`src/rtl/ps2_pkg.sv`:
```
// Shared types and constants for the PS/2 scan-code receiver.
package ps2_pkg;

  typedef enum logic [1:0] {
    ST_IDLE   = 2'd0,
    ST_DATA   = 2'd1,
    ST_PARITY = 2'd2,
    ST_STOP   = 2'd3
  } ps2_state_t;

  localparam logic [7:0] PS2_PREFIX_EXT = 8'hE0;
  localparam logic [7:0] PS2_PREFIX_BRK = 8'hF0;
  localparam int         CODE_W         = 10;

endpackage

```
`src/rtl/ps2_code_fifo.sv`:
```
// First-word fall-through FIFO for folded scan codes; a push while full is
// accepted only when a pop frees the slot in the same cycle.
module ps2_code_fifo #(
  parameter int DEPTH = 8,
  parameter int W     = 10
) (
  input  logic         clk,
  input  logic         rst,
  input  logic         push,
  input  logic [W-1:0] push_data,
  input  logic         pop,
  output logic         full,
  output logic         empty,
  output logic [W-1:0] head
);

  localparam int AW = $clog2(DEPTH);

  logic [W-1:0] mem [DEPTH];
  logic [AW-1:0] wr_ptr;
  logic [AW-1:0] rd_ptr;
  logic [AW:0]   count;
  logic          do_push;
  logic          do_pop;

  assign full    = (count == (AW+1)'(DEPTH));
  assign empty   = (count == '0);
  assign do_pop  = pop && !empty;
  assign do_push = push && (!full || do_pop);
  assign head    = mem[rd_ptr];

  always_ff @(posedge clk) begin
    if (do_push) mem[wr_ptr] <= push_data;
  end

  always_ff @(posedge clk or posedge rst) begin
    if (rst) begin
      wr_ptr <= '0;
      rd_ptr <= '0;
      count  <= '0;
    end else begin
      if (do_push) wr_ptr <= wr_ptr + 1'b1;
      if (do_pop)  rd_ptr <= rd_ptr + 1'b1;
      case ({do_push, do_pop})
        2'b10:   count <= count + 1'b1;
        2'b01:   count <= count - 1'b1;
        default: count <= count;
      endcase
    end
  end

endmodule

```
`src/rtl/ps2_scan_rx.sv`:
```
// PS/2 keyboard receiver: synchronise, glitch-filter, frame, fold E0/F0 prefixes
// and queue codes. Define PS2_PARITY_CHECK_EN to enforce odd parity.
// Handshake: code_data is transferred on any cycle where code_valid && code_ready;
// code_valid never drops and code_data never changes until that transfer happens.
module ps2_scan_rx
  import ps2_pkg::*;
#(
  parameter int FILTER_LEN     = 4,
  parameter int FIFO_DEPTH     = 8,
  parameter int TIMEOUT_CYCLES = 50000
) (
  input  logic              clk,
  input  logic              rst,
  input  logic              ps2_clk,
  input  logic              ps2_data,
  output logic [CODE_W-1:0] code_data,
  output logic              code_valid,
  input  logic              code_ready,
  output logic              frame_err,
  output logic              overflow,
  output ps2_state_t        dbg_state
);

  localparam int FCW = $clog2(FILTER_LEN + 1);
  localparam int TW  = $clog2(TIMEOUT_CYCLES + 1);

  logic clk_s1, clk_s2, dat_s1, dat_s2;

  always_ff @(posedge clk or posedge rst) begin
    if (rst) begin
      clk_s1 <= 1'b1;
      clk_s2 <= 1'b1;
      dat_s1 <= 1'b1;
      dat_s2 <= 1'b1;
    end else begin
      clk_s1 <= ps2_clk;
      clk_s2 <= clk_s1;
      dat_s1 <= ps2_data;
      dat_s2 <= dat_s1;
    end
  end

  // The filtered level flips on the FILTER_LEN-th consecutive differing sample.
  logic [FCW-1:0] filt_cnt;
  logic           filt_clk;
  logic           filt_flip;
  logic           bit_event;

  assign filt_flip = (clk_s2 != filt_clk) && (filt_cnt == FCW'(FILTER_LEN - 1));
  assign bit_event = filt_flip && filt_clk;

  always_ff @(posedge clk or posedge rst) begin
    if (rst) begin
      filt_clk <= 1'b1;
      filt_cnt <= '0;
    end else if (clk_s2 == filt_clk) begin
      filt_cnt <= '0;
    end else if (filt_flip) begin
      filt_clk <= clk_s2;
      filt_cnt <= '0;
    end else begin
      filt_cnt <= filt_cnt + 1'b1;
    end
  end

  ps2_state_t state, state_n;
  logic [2:0] bit_cnt, bit_cnt_n;
  logic [7:0] shift, shift_n;
  logic       done_n, err_n;
  logic       done_q, err_q;
  logic       par_ok;
  logic [TW-1:0] to_cnt;
  logic       timeout;

  assign timeout = (state != ST_IDLE) && !bit_event && (to_cnt == TW'(TIMEOUT_CYCLES - 1));

`ifdef PS2_PARITY_CHECK_EN
  logic par, par_n;
  assign par_ok = ^{shift, par};
`else
  assign par_ok = 1'b1;
`endif

  always_comb begin
    state_n   = state;
    bit_cnt_n = bit_cnt;
    shift_n   = shift;
    done_n    = 1'b0;
    err_n     = 1'b0;
`ifdef PS2_PARITY_CHECK_EN
    par_n     = par;
`endif
    if (timeout) begin
      state_n = ST_IDLE;
      err_n   = 1'b1;
    end else if (bit_event) begin
      case (state)
        ST_IDLE: begin
          if (!dat_s2) begin
            state_n   = ST_DATA;
            bit_cnt_n = '0;
          end
        end
        ST_DATA: begin
          shift_n   = {dat_s2, shift[7:1]};
          bit_cnt_n = bit_cnt + 1'b1;
          if (bit_cnt == 3'd7) state_n = ST_PARITY;
        end
        ST_PARITY: begin
`ifdef PS2_PARITY_CHECK_EN
          par_n = dat_s2;
`endif
          state_n = ST_STOP;
        end
        ST_STOP: begin
          state_n = ST_IDLE;
          if (dat_s2 && par_ok) done_n = 1'b1;
          else                  err_n  = 1'b1;
        end
        default: state_n = ST_IDLE;
      endcase
    end
  end

  always_ff @(posedge clk or posedge rst) begin
    if (rst) begin
      state   <= ST_IDLE;
      bit_cnt <= '0;
      shift   <= '0;
      done_q  <= 1'b0;
      err_q   <= 1'b0;
      to_cnt  <= '0;
`ifdef PS2_PARITY_CHECK_EN
      par     <= 1'b0;
`endif
    end else begin
      state   <= state_n;
      bit_cnt <= bit_cnt_n;
      shift   <= shift_n;
      done_q  <= done_n;
      err_q   <= err_n;
      to_cnt  <= (bit_event || state == ST_IDLE) ? '0 : to_cnt + 1'b1;
`ifdef PS2_PARITY_CHECK_EN
      par     <= par_n;
`endif
    end
  end

  // shift still holds the completed byte while done_q is high (it only moves in DATA).
  logic flag_ext, flag_brk;
  logic push, pop, fifo_full, fifo_empty, ovf_q;
  logic [CODE_W-1:0] head;

  assign push = done_q && (shift != PS2_PREFIX_EXT) && (shift != PS2_PREFIX_BRK);
  assign pop  = code_valid && code_ready;

  always_ff @(posedge clk or posedge rst) begin
    if (rst) begin
      flag_ext <= 1'b0;
      flag_brk <= 1'b0;
      ovf_q    <= 1'b0;
    end else begin
      ovf_q <= push && fifo_full && !pop;
      if (err_q) begin
        flag_ext <= 1'b0;
        flag_brk <= 1'b0;
      end else if (done_q) begin
        if (shift == PS2_PREFIX_EXT)      flag_ext <= 1'b1;
        else if (shift == PS2_PREFIX_BRK) flag_brk <= 1'b1;
        else begin
          flag_ext <= 1'b0;
          flag_brk <= 1'b0;
        end
      end
    end
  end

  ps2_code_fifo #(
    .DEPTH (FIFO_DEPTH),
    .W     (CODE_W)
  ) u_fifo (
    .clk       (clk),
    .rst       (rst),
    .push      (push),
    .push_data ({flag_ext, flag_brk, shift}),
    .pop       (pop),
    .full      (fifo_full),
    .empty     (fifo_empty),
    .head      (head)
  );

  assign code_valid = !fifo_empty;
  assign code_data  = fifo_empty ? '0 : head;
  assign frame_err  = err_q;
  assign overflow   = ovf_q;
  assign dbg_state  = state;

endmodule

```
`config.mk`:
```
export PLATFORM = sky130hd
export DESIGN_NAME = ps2_scan_rx
export DESIGN_NICKNAME = d
export VERILOG_FILES = /design/src/rtl/ps2_pkg.sv /design/src/rtl/ps2_code_fifo.sv /design/src/rtl/ps2_scan_rx.sv
export SDC_FILE = /design/constraint.sdc
export NUM_CORES = 1
export LEC_CHECK = 0
export ABC_CLOCK_PERIOD_IN_PS = 5500
export BUFFER_PORTS_ARGS = -buffer_cell sky130_fd_sc_hd__buf_2
export CAP_MARGIN = 5
export CORE_AREA = 2 2 129 131
export DETAILED_ROUTE_END_ITERATION = 16
export DIE_AREA = 0 0 131 133
export GPL_ROUTABILITY_DRIVEN = 1
export PLACE_DENSITY_LB_ADDON = 0.2
export SLEW_MARGIN = 20
export SYNTH_ARGS = -nofsm -noshare
export SYNTH_HDL_FRONTEND = slang
export SYNTH_SLANG_ARGS = --single-unit
```
`constraint.sdc`:
```
create_clock -name clk -period 5.5 [get_ports clk]
set_input_delay 0.825 -clock clk [delete_from_list [all_inputs] [get_ports clk]]
set_output_delay 0.825 -clock clk [all_outputs]
set_load 0.02 [all_outputs]
```
==> results of run 1 <==
[sequential cells by signal, indices dropped and copies added, names as in the netlist]
register and flops:
clk_s1 1, done_q 1, dbg_state 2, u_fifo.wr_ptr 3
flag_ext 1, dat_s1 1, u_fifo.rd_ptr 3, dat_s2 1
bit_cnt 3, u_fifo.mem 80, u_fifo.count 4, filt_clk 1
to_cnt 16, shift 8, clk_s2 1, flag_brk 1
filt_cnt 3, frame_err 1, overflow 1
[synth_stat cells, types with 3 or more instances]
library cell	n
dfrtp_1	47
and2_1	3
nor3_1	7
xor2_1	8
o21ai_0	9
mux2i_1	10
inv_1	8
edfxtp_1	80
buf_2	4
nand2_1	20
nor3b_1	3
mux4_2	20
and3_1	3
nor2_1	38
ha_1	12
clkbuf_1	6
nand4_1	4
xnor2_1	14
mux2_2	9
a21oi_1	5
dfstp_2	5
nand3_1	9
[per-stage QoR]
step	hold slack (ns)	setup slack [ns]	cells	cell area (µm²)
floorplan	0.345	3.12	354	5500
global placement	0.346	2.73	588	5870
detailed placement	0.349	2.75	588	5870
CTS	0.358	2.31	620	6460
global route	0.366	2.24	620	6460
finish	0.357	2.37	620	6460
[kinds of logic (layout without fill, tap and decap cells)]
family / count (synthesis) / after routing / share of synthesized area (%)
adders and majority gates: 12 / 12 / 2.73
muxes: 40 / 40 / 12.1
buffers and inverters: 19 / 65 / 1.39
DFF: 132 / 132 / 67.4
and+or+nand+nor: 105 / 105 / 9.80
xor gates and xnor gates: 22 / 22 / 3.50
AOI/OAI and AO/OA: 24 / 24 / 3.09
[where the power goes]
part	switching (mW)	internal [mW]	total [mW]	leakage (nW)
clock network	0.421	0.712	1.13	0.283
logic	0.297	0.271	0.568	0.719
registers	0.132	1.13	1.27	1.33
[worst max-delay path, cell delays in order (launching register included)]
cell and delay (ns):
dfrtp_1 1.03, mux4_2 0.41, mux2i_1 0.19, nor2_1 0.06, buf_2 0.19
[worst max-delay path by stage]
stage / startpoint / cells after the start / endpoint / slack, ns
after global placement: u_fifo.rd_ptr[1] / 4 / code_data[3] / 2.73
after detailed placement: code_ready / 4 / u_fifo.mem[2][6] / 2.75
final: u_fifo.rd_ptr[1] / 4 / code_data[3] / 2.37
after floorplan: code_ready / 4 / u_fifo.mem[4][0] / 3.12
after CTS: u_fifo.rd_ptr[1] / 4 / code_data[0] / 2.31
after global routing: u_fifo.rd_ptr[1] / 4 / code_data[3] / 2.24
[per-layer routing]
layer,vias up,track usage (%)
li1,1387,-
met1,1476,16.0
met2,43,19.7
met3,4,4.53
met4,0,4.26
met5,-,0
[final cells by class]
type | instances | area (µm²) | area share, %
inverters | 9 | 33.8 | 0.523
clock buffers | 19 | 433 | 6.70
clock inverters | 13 | 158 | 2.44
well taps | 220 | 275 | 4.26
multi-input cells | 203 | 1720 | 26.6
repair buffers | 24 | 133 | 2.05
flip-flops and latches | 132 | 3710 | 57.4
==> flow_summary.yaml, run 1 <==
cells_and_area:
  drive_gt1_share_pct: 25.3
  layout_commonest_cell: "edfxtp_1"
  postLayoutCoreUtil_pct: 40.0
  diodes: 0
  syn_to_final_growth_pct: 17.5
  fin_nets: 404
  mostFrequentLayoutCells: "edfxtp_1, dfrtp_1, nor2_1"
  fill_cells: 1512
run_status:
  status: "finished, final reports clean"
place:
  gp_congestion: 0.718
  hpwl_um: 6110
  io_buffers: 19
worst_hold_path:
  holdPathStages: 0
  hold_end: "clk_s2"
  hold_start: "clk_s1"
  hold_path_class: "flop to flop"
yosys:
  synth_cell_types: 45
  synth_nets: 371
  syn_area_per_cell_um2: 15.5
  ys_ff_latch: 132
  synth.top_cells.by_area: "edfxtp_1, dfrtp_1, mux4_2"
  ys.flop_type: "edfxtp_1"
  yosysTopAreaCell: "edfxtp_1"
  yosysWarnings: 0
  syn_area_um2: 5500
  synth_top_area_share_pct: 43.7
  synth_edf_count: 80
  seq_area_frac_synth_pct: 67.4
  synth_cells: 354
  async_flop_share_pct: 39.4
sta:
  setup_tns_ns: 0
  fin_worst_skew_ns: 0.00629
  clock.fmax_mhz: 320
  worst_pin_slew_ns: 1.07
  rsz0062_at_grt: "false"
  max_slew_margin_pct: 28.4
  setup_viol: 0
  drv_slew: 0
  period_share_pct: 56.9
  hold_viol: 0
  min_period_ns: 3.13
setup_path:
  critPathRequiredTime_ns: 4.68
  rrSetupSlack_ns: 2.91
  worstReg2RegEnd: "u_fifo.mem[5][9]"
  worstSetupPathType: "flop to output pin"
  ff2ff_path_depth: 5
  start_kind: "flop"
  critPathMaxFanout: 22
  rr_startpoint: "shift[6]"
  arrival_ns: 2.30
  endpoint_kind: "output pin"
detailed_routing:
  drt-met1-wl_um: 4550
  via_per_inst: 4.69
  ant_nets: 0
  vias: 2910
  wl_um: 10000
  drt_iter0_markers: 174
  dr_wl_met3_um: 416
  drc: 0
  wl_per_cell_um: 16.2
  drtPass1Iterations: 4
  dr_wl_met2_um: 5000
  routed.top_layer: "met4"
grt:
  antenna_found_initial: 0
  grt_pass1_vias: 3022
  track_usage_pct: 12.5
  grt_pass1_wl_um: 16100
  grt_max_degree: 53
  grt_overflow: 0
floorplan:
  die_h_um: 133
  die_x_um: 131
  rows: 47
  initial_core_util_pct: 34.0
  die_area_um2: 17400
  core_area_um2: 16200
  ios: 20
pwr:
  ir_drop_v: 0.000205
  p_leak_nw: 2.33
  power_per_cell_area_nw_per_um2: 459
  p_total_mw: 2.97
cts:
  ctsHoldBuffers: 0
  post-cts-setup-buffer-count: 0
  cts.repair.resized: 0
  tritoncts: "built"
  clkSinkCount: 132
  cts_buffer_depth: 2
  h-tree-depth: 4
  clk_latency_ns: 0.41
  cts_root_buf: "clkbuf_16"
  numCtsBuffers: 17
  clk_pin_slew_worst_paths_ns: 0.06
flow_run:
  maxCapViolCount: 0
Power figures use the tool's default switching activity.
==> run 2: changes to the inputs <==
--- a/config.mk
+++ b/config.mk
@@ -5,7 +5,7 @@
 export SDC_FILE = /design/constraint.sdc
 export NUM_CORES = 1
 export LEC_CHECK = 0
-export ABC_CLOCK_PERIOD_IN_PS = 5500
+export ABC_CLOCK_PERIOD_IN_PS = 3000
 export BUFFER_PORTS_ARGS = -buffer_cell sky130_fd_sc_hd__buf_2
 export CAP_MARGIN = 5
 export CORE_AREA = 2 2 129 131
==> constraint.sdc (replaced) <==
create_clock -name clk -period 3 [get_ports clk]
set_input_delay 0.45 -clock clk [delete_from_list [all_inputs] [get_ports clk]]
set_output_delay 0.45 -clock clk [all_outputs]
set_load 0.02 [all_outputs]
==> run 2 against run 1 <==
Net effect: core utilization rose by 0.16 points; total power rose by 81%; first-iteration DRC count fell by 30%; clock skew fell by 0.0013 ns; hold slack got worse by 0.23 ns; sequential share of layout area fell by 0.23 points; largest power group unchanged.
==> flow_summary.yaml, run 2 (synthesis results as in run 1) <==
sta:
  period_share_pct: 88.4
  hold_viol: 0
  drv_slew: 0
  clock.fmax_mhz: 377
  setup_viol: 0
  min_period_ns: 2.65
  fin_worst_skew_ns: 0.00503
  setup_tns_ns: 0
  rsz0062_at_grt: "false"
  layout_setup_ws_ns: 0.347
  max_slew_margin_pct: 29.1
  worst_pin_slew_ns: 1.06
floorplan:
  initial_core_util_pct: 34.0
  rows: 47
  core_area_um2: 16200
  ios: 20
  die_h_um: 133
  die_x_um: 131
  die_area_um2: 17400
place:
  hpwl_um: 6580
  pre_cts_ws_ns: 0.445
  io_buffers: 19
  gp_congestion: 0.700
pwr:
  ir_drop_v: 0.000415
  p_leak_nw: 2.37
  power_per_cell_area_nw_per_um2: 828
setup_path:
  endpoint_kind: "output pin"
  rrSetupSlack_ns: 0.47
  critPathMaxFanout: 21
  critPathRequiredTime_ns: 2.55
  ff2ff_path_depth: 4
  worstSetupPathType: "flop to output pin"
  arrival_ns: 2.20
  rr_startpoint: "shift[6]"
  worstReg2RegEnd: "u_fifo.mem[1][3]"
  start_kind: "flop"
cts:
  clk_pin_slew_worst_paths_ns: 0.06
  cts_buffer_depth: 2
  h-tree-depth: 4
  numCtsBuffers: 17
  ctsHoldBuffers: 0
  cts.repair.resized: 0
  clk_latency_ns: 0.41
  post-cts-setup-buffer-count: 0
  clkSinkCount: 132
  tritoncts: "built"
  cts_root_buf: "clkbuf_16"
cells_and_area:
  fill_cells: 1497
  largest_reg_flops: 80
  mostFrequentLayoutCells: "edfxtp_1, dfrtp_1, nor2_1"
  fin_nets: 412
  layout_commonest_cell: "edfxtp_1"
  diodes: 0
  syn_to_final_growth_pct: 18.0
  top_register: "u_fifo.mem"
  seqCellArea_um2: 3710
  multi_input_area_um2: 1720
  drive_gt1_share_pct: 26.0
  postLayoutCoreUtil_pct: 40.1
  reg_top3: "u_fifo.mem: 80 flops, to_cnt: 16 flops, shift: 8 flops"
grt:
  grt_max_degree: 32
  grt_pass1_wl_um: 17100
  grt_overflow: 0
  grt_pass1_vias: 3109
  antenna_found_initial: 0
  track_usage_pct: 13.4
detailed_routing:
  wl_um: 10500
  drt_iter0_markers: 121
  ant_nets: 0
  wl_per_cell_um: 16.8
  drc: 0
  via_per_inst: 4.77
  vias: 2991
  drtPass1Iterations: 4
flow_run:
  maxCapViolCount: 0
run_status:
  status: "finished, final reports clean"
worst_hold_path:
  hold_path_class: "input pin to async pin"
run 2: cell types whose count changed in the layout (fill, tap and decap cells not counted), sizes merged:
cell / delta
buf: +8
clkbuf: -1
bufinv: -1
clkinv: +3
clkinvlp: -2
run 2: worst max-delay path by stage:
| stage | startpoint | end | slack [ns] | cells past startpoint |
|---|---|---|---|---|
| 3_3_place_gp | shift[0] | u_fifo.mem[1][0] | 0.50 | 4 |
| 2_1_floorplan | shift[6] | u_fifo.mem[4][0] | 0.76 | 5 |
| 3_5_place_dp | shift[0] | u_fifo.mem[1][6] | 0.44 | 4 |
| 4_1_cts | u_fifo.rd_ptr[0] | code_data[3] | 0.30 | 5 |
| 5_1_grt | u_fifo.rd_ptr[0] | code_data[3] | 0.20 | 5 |
| 6_report | u_fifo.rd_ptr[0] | code_data[3] | 0.35 | 5 |
run 2: final cells by class:
cell class / instances / share of cell area (%)
Clock inverter: 13 / 2.08
Timing Repair Buffer: 32 / 2.97
Tap cell: 220 / 4.24
Multi-Input combinational cell: 203 / 26.4
Clock buffer: 18 / 6.61
Sequential cell: 132 / 57.2
Inverter: 9 / 0.520
run 2: per-stage QoR:
step | instances | hold slack (ns) | total power, mW | cell area, µm²
2_1_floorplan | 354 | 0.345 | 3.13 | 5500
3_3_place_gp | 596 | 0.347 | 3.44 | 5930
3_5_place_dp | 596 | 0.349 | 3.47 | 5930
4_1_cts | 627 | 0.111 | 5.46 | 6490
5_1_grt | 627 | 0.115 | 5.68 | 6490
6_report | 627 | 0.123 | 5.37 | 6490
run 2: critical path: stages (launching register included):
cell and delay (ns):
dfrtp_1 0.36, buf_4 0.41, mux4_2 0.57, mux2i_1 0.17, nor2_1 0.08, buf_2 0.16
run 2: per-layer routing:
| layer | track usage, % | routed length (µm) | vias to the layer above |
|---|---|---|---|
| li1 | - | - | 1404 |
| met1 | 16.9 | 4820 | 1536 |
| met2 | 21.7 | 5260 | 36 |
| met4 | 4.96 | 129 | 0 |
| met5 | 0 | 0 | - |
| met3 | 4.12 | 317 | 15 |
run 2: report_power, final:
part	internal [mW]	switching, mW
sequential	2.08	0.187
combinational	0.511	0.624
clock	1.22	0.753
==> run 3: changes to the inputs <==
--- a/config.mk
+++ b/config.mk
@@ -12,6 +12,7 @@
 export DETAILED_ROUTE_END_ITERATION = 16
 export DIE_AREA = 0 0 131 133
 export GPL_ROUTABILITY_DRIVEN = 1
+export MAX_ROUTING_LAYER = met4
 export PLACE_DENSITY_LB_ADDON = 0.2
 export SLEW_MARGIN = 20
 export SYNTH_ARGS = -nofsm -noshare
==> run 3 against run 2 <==
Net effect: hold slack got worse by 0.0027 ns; total power barely moved; global-route usage rose by 0.43 points; maximum frequency down 0.16%; critical endpoint unchanged.
==> flow_summary.yaml, run 3 (synthesis results as in run 1) <==
run_status:
  status: "finished, final reports clean"
place:
  gp_congestion: 0.708
  pre_cts_ws_ns: 0.445
  hpwl_um: 6580
  io_buffers: 19
  place_inst: 596
sta:
  period_share_pct: 88.6
  hold_viol: 0
  clock.fmax_mhz: 376
  worst_pin_slew_ns: 1.06
  max_slew_margin_pct: 28.8
  layout_setup_ws_ns: 0.343
  setup_tns_ns: 0
  min_period_ns: 2.66
  fin_worst_skew_ns: 0.00478
  rsz0062_at_grt: "false"
  setup_viol: 0
  hold-worst-slack_ns: 0.120
  drv_slew: 0
setup_path:
  worstSetupPathType: "flop to output pin"
  critPathMaxFanout: 21
  setup.worst_path.start: "u_fifo.rd_ptr[0]"
  rrSetupSlack_ns: 0.48
  slowest_stage: "mux4_2"
  arrival_ns: 2.21
  crit_chain: "buf_4 > mux4_2 > mux2i_1 > nor2_1 > buf_2"
  ff2ff_path_depth: 4
  endpoint: "code_data[3]"
  slowest_delay_ns: 0.57
  start_kind: "flop"
  path_buf_inv: 2
  cp_top_family: "multiplexers"
  cp.depth: 5
  critPathRequiredTime_ns: 2.55
  endpoint_kind: "output pin"
  rr_startpoint: "shift[6]"
  worstReg2RegEnd: "u_fifo.mem[1][3]"
pwr:
  seq_power_share_pct: 42.2
  ir_drop_v: 0.000419
  sw_frac_of_total_pct: 29.2
  p_clk_share_pct: 36.7
  p_comb_share_pct: 21.2
  power_per_cell_area_nw_per_um2: 828
  intPower_mw: 3.81
  p_leak_nw: 2.37
  net-switching-power_mw: 1.57
cts:
  cts_root_buf: "clkbuf_16"
  clkSinkCount: 132
  ctsHoldBuffers: 0
  clk_latency_ns: 0.41
  numCtsBuffers: 17
  post-cts-setup-buffer-count: 0
  cts.repair.resized: 0
  tritoncts: "built"
  h-tree-depth: 4
  clk_pin_slew_worst_paths_ns: 0.06
  cts_buffer_depth: 2
worst_hold_path:
  hold_path_class: "input pin to async pin"
cells_and_area:
  top_register: "u_fifo.mem"
  syn_to_final_growth_pct: 18.0
  fin_nets: 412
  instances_no_fill: 627
  largest_reg_flops: 80
  fill_cells: 1497
  layout_commonest_cell: "edfxtp_1"
  drive_gt1_share_pct: 26.0
  reg_top3: "u_fifo.mem: 80 flops, to_cnt: 16 flops, shift: 8 flops"
  mostFrequentLayoutCells: "edfxtp_1, dfrtp_1, nor2_1"
  postLayoutCoreUtil_pct: 40.1
  diodes: 0
detailed_routing:
  wl_per_cell_um: 16.7
  via_per_inst: 4.73
  drtPass1Iterations: 4
  wl_um: 10500
  ant_nets: 0
  vias: 2965
  drt_iter0_markers: 131
  drc: 0
floorplan:
  die_h_um: 133
  initial_core_util_pct: 34.0
  core_area_um2: 16200
  ios: 20
  die_x_um: 131
  rows: 47
  die_area_um2: 17400
grt:
  grt_pass1_wl_um: 17100
  grt_max_degree: 32
  grt_overflow: 0
  antenna_found_initial: 0
  grt_pass1_vias: 3104
  track_usage_pct: 13.8
flow_run:
  maxCapViolCount: 0
[run 3: how the worst min path moves through the flow]
stage	end	cells past startpoint	slack (ns)
after floorplan	clk_s2	0	0.35
after global placement	clk_s2	0	0.35
after detailed placement	dat_s2	0	0.35
after CTS	dat_s1	1	0.11
after global routing	dat_s1	1	0.11
final	u_fifo.rd_ptr[0]	2	0.12
[run 3: final cells by class]
class	count	area, µm²	area share, %
clock inverters	13	135	2.08
flip-flops and latches	132	3710	57.2
well taps	220	275	4.24
multi-input cells	203	1720	26.4
clock buffers	18	429	6.61
repair buffers	32	193	2.97
inverters	9	33.8	0.520
[run 3: metal layers]
layer	track usage [%]	up-vias	share of wire, %
met5	-	-	0
met4	4.79	0	1.1
met3	4.29	10	3.9
met2	21.7	44	50
met1	16.9	1505	45
li1	-	1406	-
[run 3: through the flow]
step,cell area (µm²),total power [mW]
2_1_floorplan,5500,3.13
4_1_cts,6490,5.46
5_1_grt,6490,5.68
3_5_place_dp,5930,3.47
6_report,6490,5.37
3_3_place_gp,5930,3.44
[run 3: worst register-to-register path: stages, from the launching register on]
cell	delay, ns
dfrtp_1	0.50
nand4b_1	0.23
o41ai_2	0.13
or3_1	0.43
nor2_1	0.83
[run 3: power groups by stage]
stage,Combinational [mW],Clock (mW),Sequential (mW)
after CTS,1.16,2.02,2.27
final,1.14,1.97,2.27
after floorplan,0.891,0,2.24
after detailed placement,1.16,0,2.30
after global routing,1.28,2.10,2.29
after global placement,1.14,0,2.30
